<file path="config.mk">
export PLATFORM = sky130hd
export DESIGN_NAME = beat_sequencer
export DESIGN_NICKNAME = d
export VERILOG_FILES = /design/src/rtl/beat_sequencer.sv
export SDC_FILE = /design/constraint.sdc
export NUM_CORES = 1
export LEC_CHECK = 0
export CAP_MARGIN = 20
export CORE_ASPECT_RATIO = 0.8
export CORE_UTILIZATION = 48
export DETAILED_ROUTE_END_ITERATION = 8
export PLACE_DENSITY = 0.81
export SYNTH_ARGS = -nofsm -noshare
export SYNTH_HDL_FRONTEND = slang
export SYNTH_SLANG_ARGS = --single-unit
</file>
<file path="constraint.sdc">
create_clock -name i_t3 -period 3.05 [get_ports i_t3]
set_clock_uncertainty 0.2 [all_clocks]
set_input_delay 0.915 -clock i_t3 [delete_from_list [all_inputs] [get_ports i_t3]]
set_output_delay 0.915 -clock i_t3 [all_outputs]
set_load 0.01 [all_outputs]
</file>
<file path="src/rtl/beat_sequencer.sv">
// Beat sequencer: one-hot W1/W2/W3 timing generator for the hardwired controller.
// Sequences machine cycles of one, two or three beats, owns the console phase
// flag st0, the latched console mode and a machine-cycle counter.
module beat_sequencer #(
  parameter int unsigned CW          = 8,
  parameter bit          SINGLE_STEP = 1'b0
) (
  input  logic          i_t3,
  input  logic          i_clr,
  input  logic          i_qd,
  input  logic          i_swc,
  input  logic          i_swb,
  input  logic          i_swa,
  input  logic          i_short,
  input  logic          i_long,
  input  logic          i_stop,
  input  logic          i_set_st0,
  output logic          o_w1,
  output logic          o_w2,
  output logic          o_w3,
  output logic          o_st0,
  output logic          o_running,
  output logic [2:0]    o_mode,
  output logic          o_cyc_end,
  output logic [CW-1:0] o_icount
);

  typedef enum logic [1:0] {
    StIdle = 2'd0,
    StB1   = 2'd1,
    StB2   = 2'd2,
    StB3   = 2'd3
  } state_e;

  state_e        r_state;
  logic          r_w1;
  logic          r_w2;
  logic          r_w3;
  logic          r_running;
  logic          r_st0;
  logic [2:0]    r_mode;
  logic [CW-1:0] r_icount;

  logic [2:0]    w_sw;
  logic          w_mismatch;
  logic          w_end;
  logic          w_halt;

  // Decode whether the current beat is the last of its machine cycle.
  always_comb begin
    w_sw       = {i_swc, i_swb, i_swa};
    w_mismatch = (w_sw != r_mode);
    w_end      = 1'b0;
    unique case (r_state)
      StIdle:  w_end = 1'b0;
      StB1:    w_end = i_stop | w_mismatch | i_short;
      StB2:    w_end = i_stop | w_mismatch | ~i_long;
      StB3:    w_end = 1'b1;
      default: w_end = 1'b0;
    endcase
    // SINGLE_STEP only matters when a cycle is completing, which is the only
    // time w_halt is consulted.
    w_halt = i_stop | w_mismatch | SINGLE_STEP;
  end

  // Beat FSM with registered one-hot beat outputs, st0, mode and cycle counter.
  always_ff @(posedge i_t3) begin
    if (i_clr) begin
      r_state   <= StIdle;
      r_w1      <= 1'b0;
      r_w2      <= 1'b0;
      r_w3      <= 1'b0;
      r_running <= 1'b0;
      r_st0     <= 1'b0;
      r_mode    <= 3'b000;
      r_icount  <= '0;
    end else begin
      unique case (r_state)
        StIdle: begin
          // Console switches changed while stopped: re-latch and restart phase.
          if (w_mismatch) begin
            r_st0  <= 1'b0;
            r_mode <= w_sw;
          end
          if (i_qd) begin
            r_state   <= StB1;
            r_w1      <= 1'b1;
            r_w2      <= 1'b0;
            r_w3      <= 1'b0;
            r_running <= 1'b1;
            r_mode    <= w_sw;
          end
        end
        default: begin
          if (w_end) begin
            r_icount <= r_icount + CW'(1);
            // A mode change always restarts the console phase, even if the
            // decoder asked for st0 in the same beat.
            if (w_mismatch) begin
              r_st0 <= 1'b0;
            end else if (i_set_st0) begin
              r_st0 <= 1'b1;
            end
            if (w_halt) begin
              r_state   <= StIdle;
              r_w1      <= 1'b0;
              r_w2      <= 1'b0;
              r_w3      <= 1'b0;
              r_running <= 1'b0;
            end else begin
              r_state   <= StB1;
              r_w1      <= 1'b1;
              r_w2      <= 1'b0;
              r_w3      <= 1'b0;
              r_running <= 1'b1;
            end
          end else if (r_state == StB1) begin
            r_state <= StB2;
            r_w1    <= 1'b0;
            r_w2    <= 1'b1;
            r_w3    <= 1'b0;
          end else begin
            r_state <= StB3;
            r_w1    <= 1'b0;
            r_w2    <= 1'b0;
            r_w3    <= 1'b1;
          end
        end
      endcase
    end
  end

  assign o_w1      = r_w1;
  assign o_w2      = r_w2;
  assign o_w3      = r_w3;
  assign o_running = r_running;
  assign o_st0     = r_st0;
  assign o_mode    = r_mode;
  assign o_icount  = r_icount;
  assign o_cyc_end = w_end;

endmodule
</file>
==> impl_metrics.toml <==
[status]
status = "finished clean"

[clock_tree]
tritoncts = "done"
cts_root_buffer = "clkbuf_4"
clkTransAtPathRegs_ns = 0.10
cts_sinks = 18
htreeDepth = 1
clk_path_buf_depth = 2
numCtsBuffers = 3
clk_latency_ns = 0.30
cts_hold_buf = 0

[grt]
track_usage = 0.226
grt_max_degree = 31
grt_pass1_wl_um = 3970
antenna_found_initial = 0
grt_pass1_vias = 926
overflow = 0

[power]
p_per_area_nw_per_um2 = 780
seq_power_share = 0.293
p_leak_nw = 0.621
ir_drop_mv = 0.506
switching_power_uw = 463
clock_power_share = 0.133
intPower_uw = 672
combPwrFrac = 0.575
total_power_mw = 1.14
p_sw_frac = 0.408

[synthesis]
ys_async_sr_fraction = 0
synth_edf_count = 0
synthFlopType = "dfxtp_1"
syn_inst = 117
ys_warn_count = 0
synth_seq_area_share = 0.335
ys_seq_elements = 18
syn_avg_cell_area_um2 = 9.20
yosysUniqueCellTypes = 46
synth_nets = 132
syn_area_um2 = 1080

[worst_setup_path]
crit_type = "in2out"
reg2reg_from = "r_state[1]$_SDFFE_PP0P_"
r2r-end = "o_icount[6]$_SDFFE_PP0P_"
cp_slowest_stage_delay_ns = 0.28
critical_path.endpoint_type = "output port"
path_max_fanout = 2
worstPathCellList = "dlygate4sd2_1, xor2_1, nor3_2, a21oi_4, buf_6"
cpMaxStageDelayCell = "nor3_2"
r2r_cells = 7
cp.arrival_ns = 1.85
required_ns = 1.93
cp-start-kind = "input pin"
r2r_slack_ns = 0.69

[detailed_routing]
dr.pass1.iters = 4
vias = 998
drc = 0
drt-total-wl_um = 2560
drt-wirelength-per-cell_um = 14.7
drtAntennaViolNets = 0
via_per_inst = 5.74
drtIter0Drc = 30

[sta]
worst_slack_ns = 0.0817
rsz0062_at_grt = "no"
timing.fmax_mhz = 337
slew_headroom = 0.778
report.final.slew_viol_count = 0
min_period_over_period = 0.973
timing.final.crit_period_ns = 2.97
final_hold_viol_count = 0
worstMarginPinSlew_ns = 0.331
setup_viol = 0
setup_tns_ns = 0

[min_path]
hold_path_class = "reg2reg"
hold_end = "o_w1$_SDFFE_PP0P_"
min_delay_path_depth = 2
min_from = "o_w1$_SDFFE_PP0P_"

[floorplanning]
start_util = 0.539
dieArea_um2 = 2440
ios = 27
core_um2 = 2000
die_h_um = 44.4
rows = 14
fp.dieW_um = 54.9

[finish]
area_growth_pct = 35.3
final_common_cell = "clkdlybuf4s50_1"
fin_nets = 166
num_antenna_cells = 0
layout_common_cells = "clkdlybuf4s50_1 (19), dfxtp_1 (18), nor2_1 (14)"
drive_gt1_frac = 0.173

[placed_design]
post-place-ws_ns = -0.476
place_congestion = 0.818
dp_hpwl_um = 1770
io_buffers = 26

[run]
maxCapViolCount = 0
worst max-delay path by stage:
stage,start,to,slack [ns],depth (start not counted)
2_1_floorplan,i_swa,o_cyc_end,0.31,4
3_3_place_gp,i_swc,o_cyc_end,-0.47,5
3_5_place_dp,i_swa,o_cyc_end,-0.48,5
4_1_cts,i_short,o_cyc_end,0.002,5
5_1_grt,i_swb,o_cyc_end,0.009,5
6_report,i_swc,o_cyc_end,0.08,5
metrics by stage:
step	std cells	hold WS, ns	cell area [um^2]	util
after floorplan	117	0.278	1080	-
after global placement	169	0.250	1390	0.697
after detailed placement	169	0.265	1390	0.697
after CTS	173	0.289	1430	0.715
after global routing	174	0.302	1460	0.729
final	174	0.284	1460	0.729
power groups by stage:
stage	Clock, mW	Sequential (mW)	Combinational (mW)
floorplan	0	0.348	0.371
CTS	0.155	0.332	0.617
detailed placement	0	0.336	0.617
global placement	0	0.335	0.598
global route	0.165	0.339	0.694
finish	0.151	0.332	0.653
cell families (layout without fill, tap and decap cells):
| kind of cell | after synthesis | count (layout) | synth area share |
|---|---|---|---|
| mux | 9 | 9 | 0.0930 |
| simple gates | 45 | 45 | 0.245 |
| buf+inv | 13 | 46 | 0.0558 |
| fa+ha+maj | 5 | 5 | 0.0581 |
| flops | 18 | 18 | 0.335 |
| xor+xnor | 3 | 3 | 0.0244 |
| compound gates | 24 | 24 | 0.188 |
area by class of cell:
| type | instances | area, um^2 |
|---|---|---|
| multi-input combinational | 86 | 671 |
| fill | 154 | 541 |
| sequential | 18 | 360 |
| timing repair buffer | 35 | 333 |
| clock buffer | 4 | 36.3 |
| tap | 24 | 30.0 |
| inverter | 7 | 26.3 |
flip-flops by register name, indices dropped and copies added, names as in the netlist:
register and flops:
o_w1 1, r_state 2, o_running 1, o_mode 3
o_st0 1, o_w3 1, o_w2 1, o_icount 8
routing by layer:
layer	up-vias	global-route usage	part of all wire
li1	486	-	-
met1	469	0.292	0.43
met2	41	0.373	0.49
met3	2	0.0619	0.074
met4	0	0.0500	0.0039
met5	-	0	0
what timing repair did:
action,4_1_cts,5_1_grt
buffers inserted,0,1
setup endpoints to repair,1,1
hold endpoints to repair,0,0
resized for setup,8,5
pin swaps,4,2
critical path: cells and delay by family:
family | cells | cell delay, ns
buffers and inverters | 2 | 0.38
AND/OR/NAND/NOR | 1 | 0.28
XOR/XNOR | 1 | 0.18
AO/OA/AOI/OAI | 1 | 0.09
Yosys cell counts, drive strengths merged, types with 2 or more instances:
cell type,n,area [um^2]
nor2,15,58.8
nor3,2,15.0
buf,3,22.5
ha,5,62.6
mux2i,4,40.0
dfxtp,18,360
o41ai,2,25.0
mux2,5,60.1
nand2b,6,37.5
nand4,2,27.5
clkbuf,3,11.3
inv,7,26.3
nor2b,5,31.3
a21oi,5,28.8
nand3,7,35.0
xor2,3,26.3
o21ai,4,20.0
and3,2,17.5
a211oi,2,15.0
Note: power is estimated with default switching activity, not from simulation.
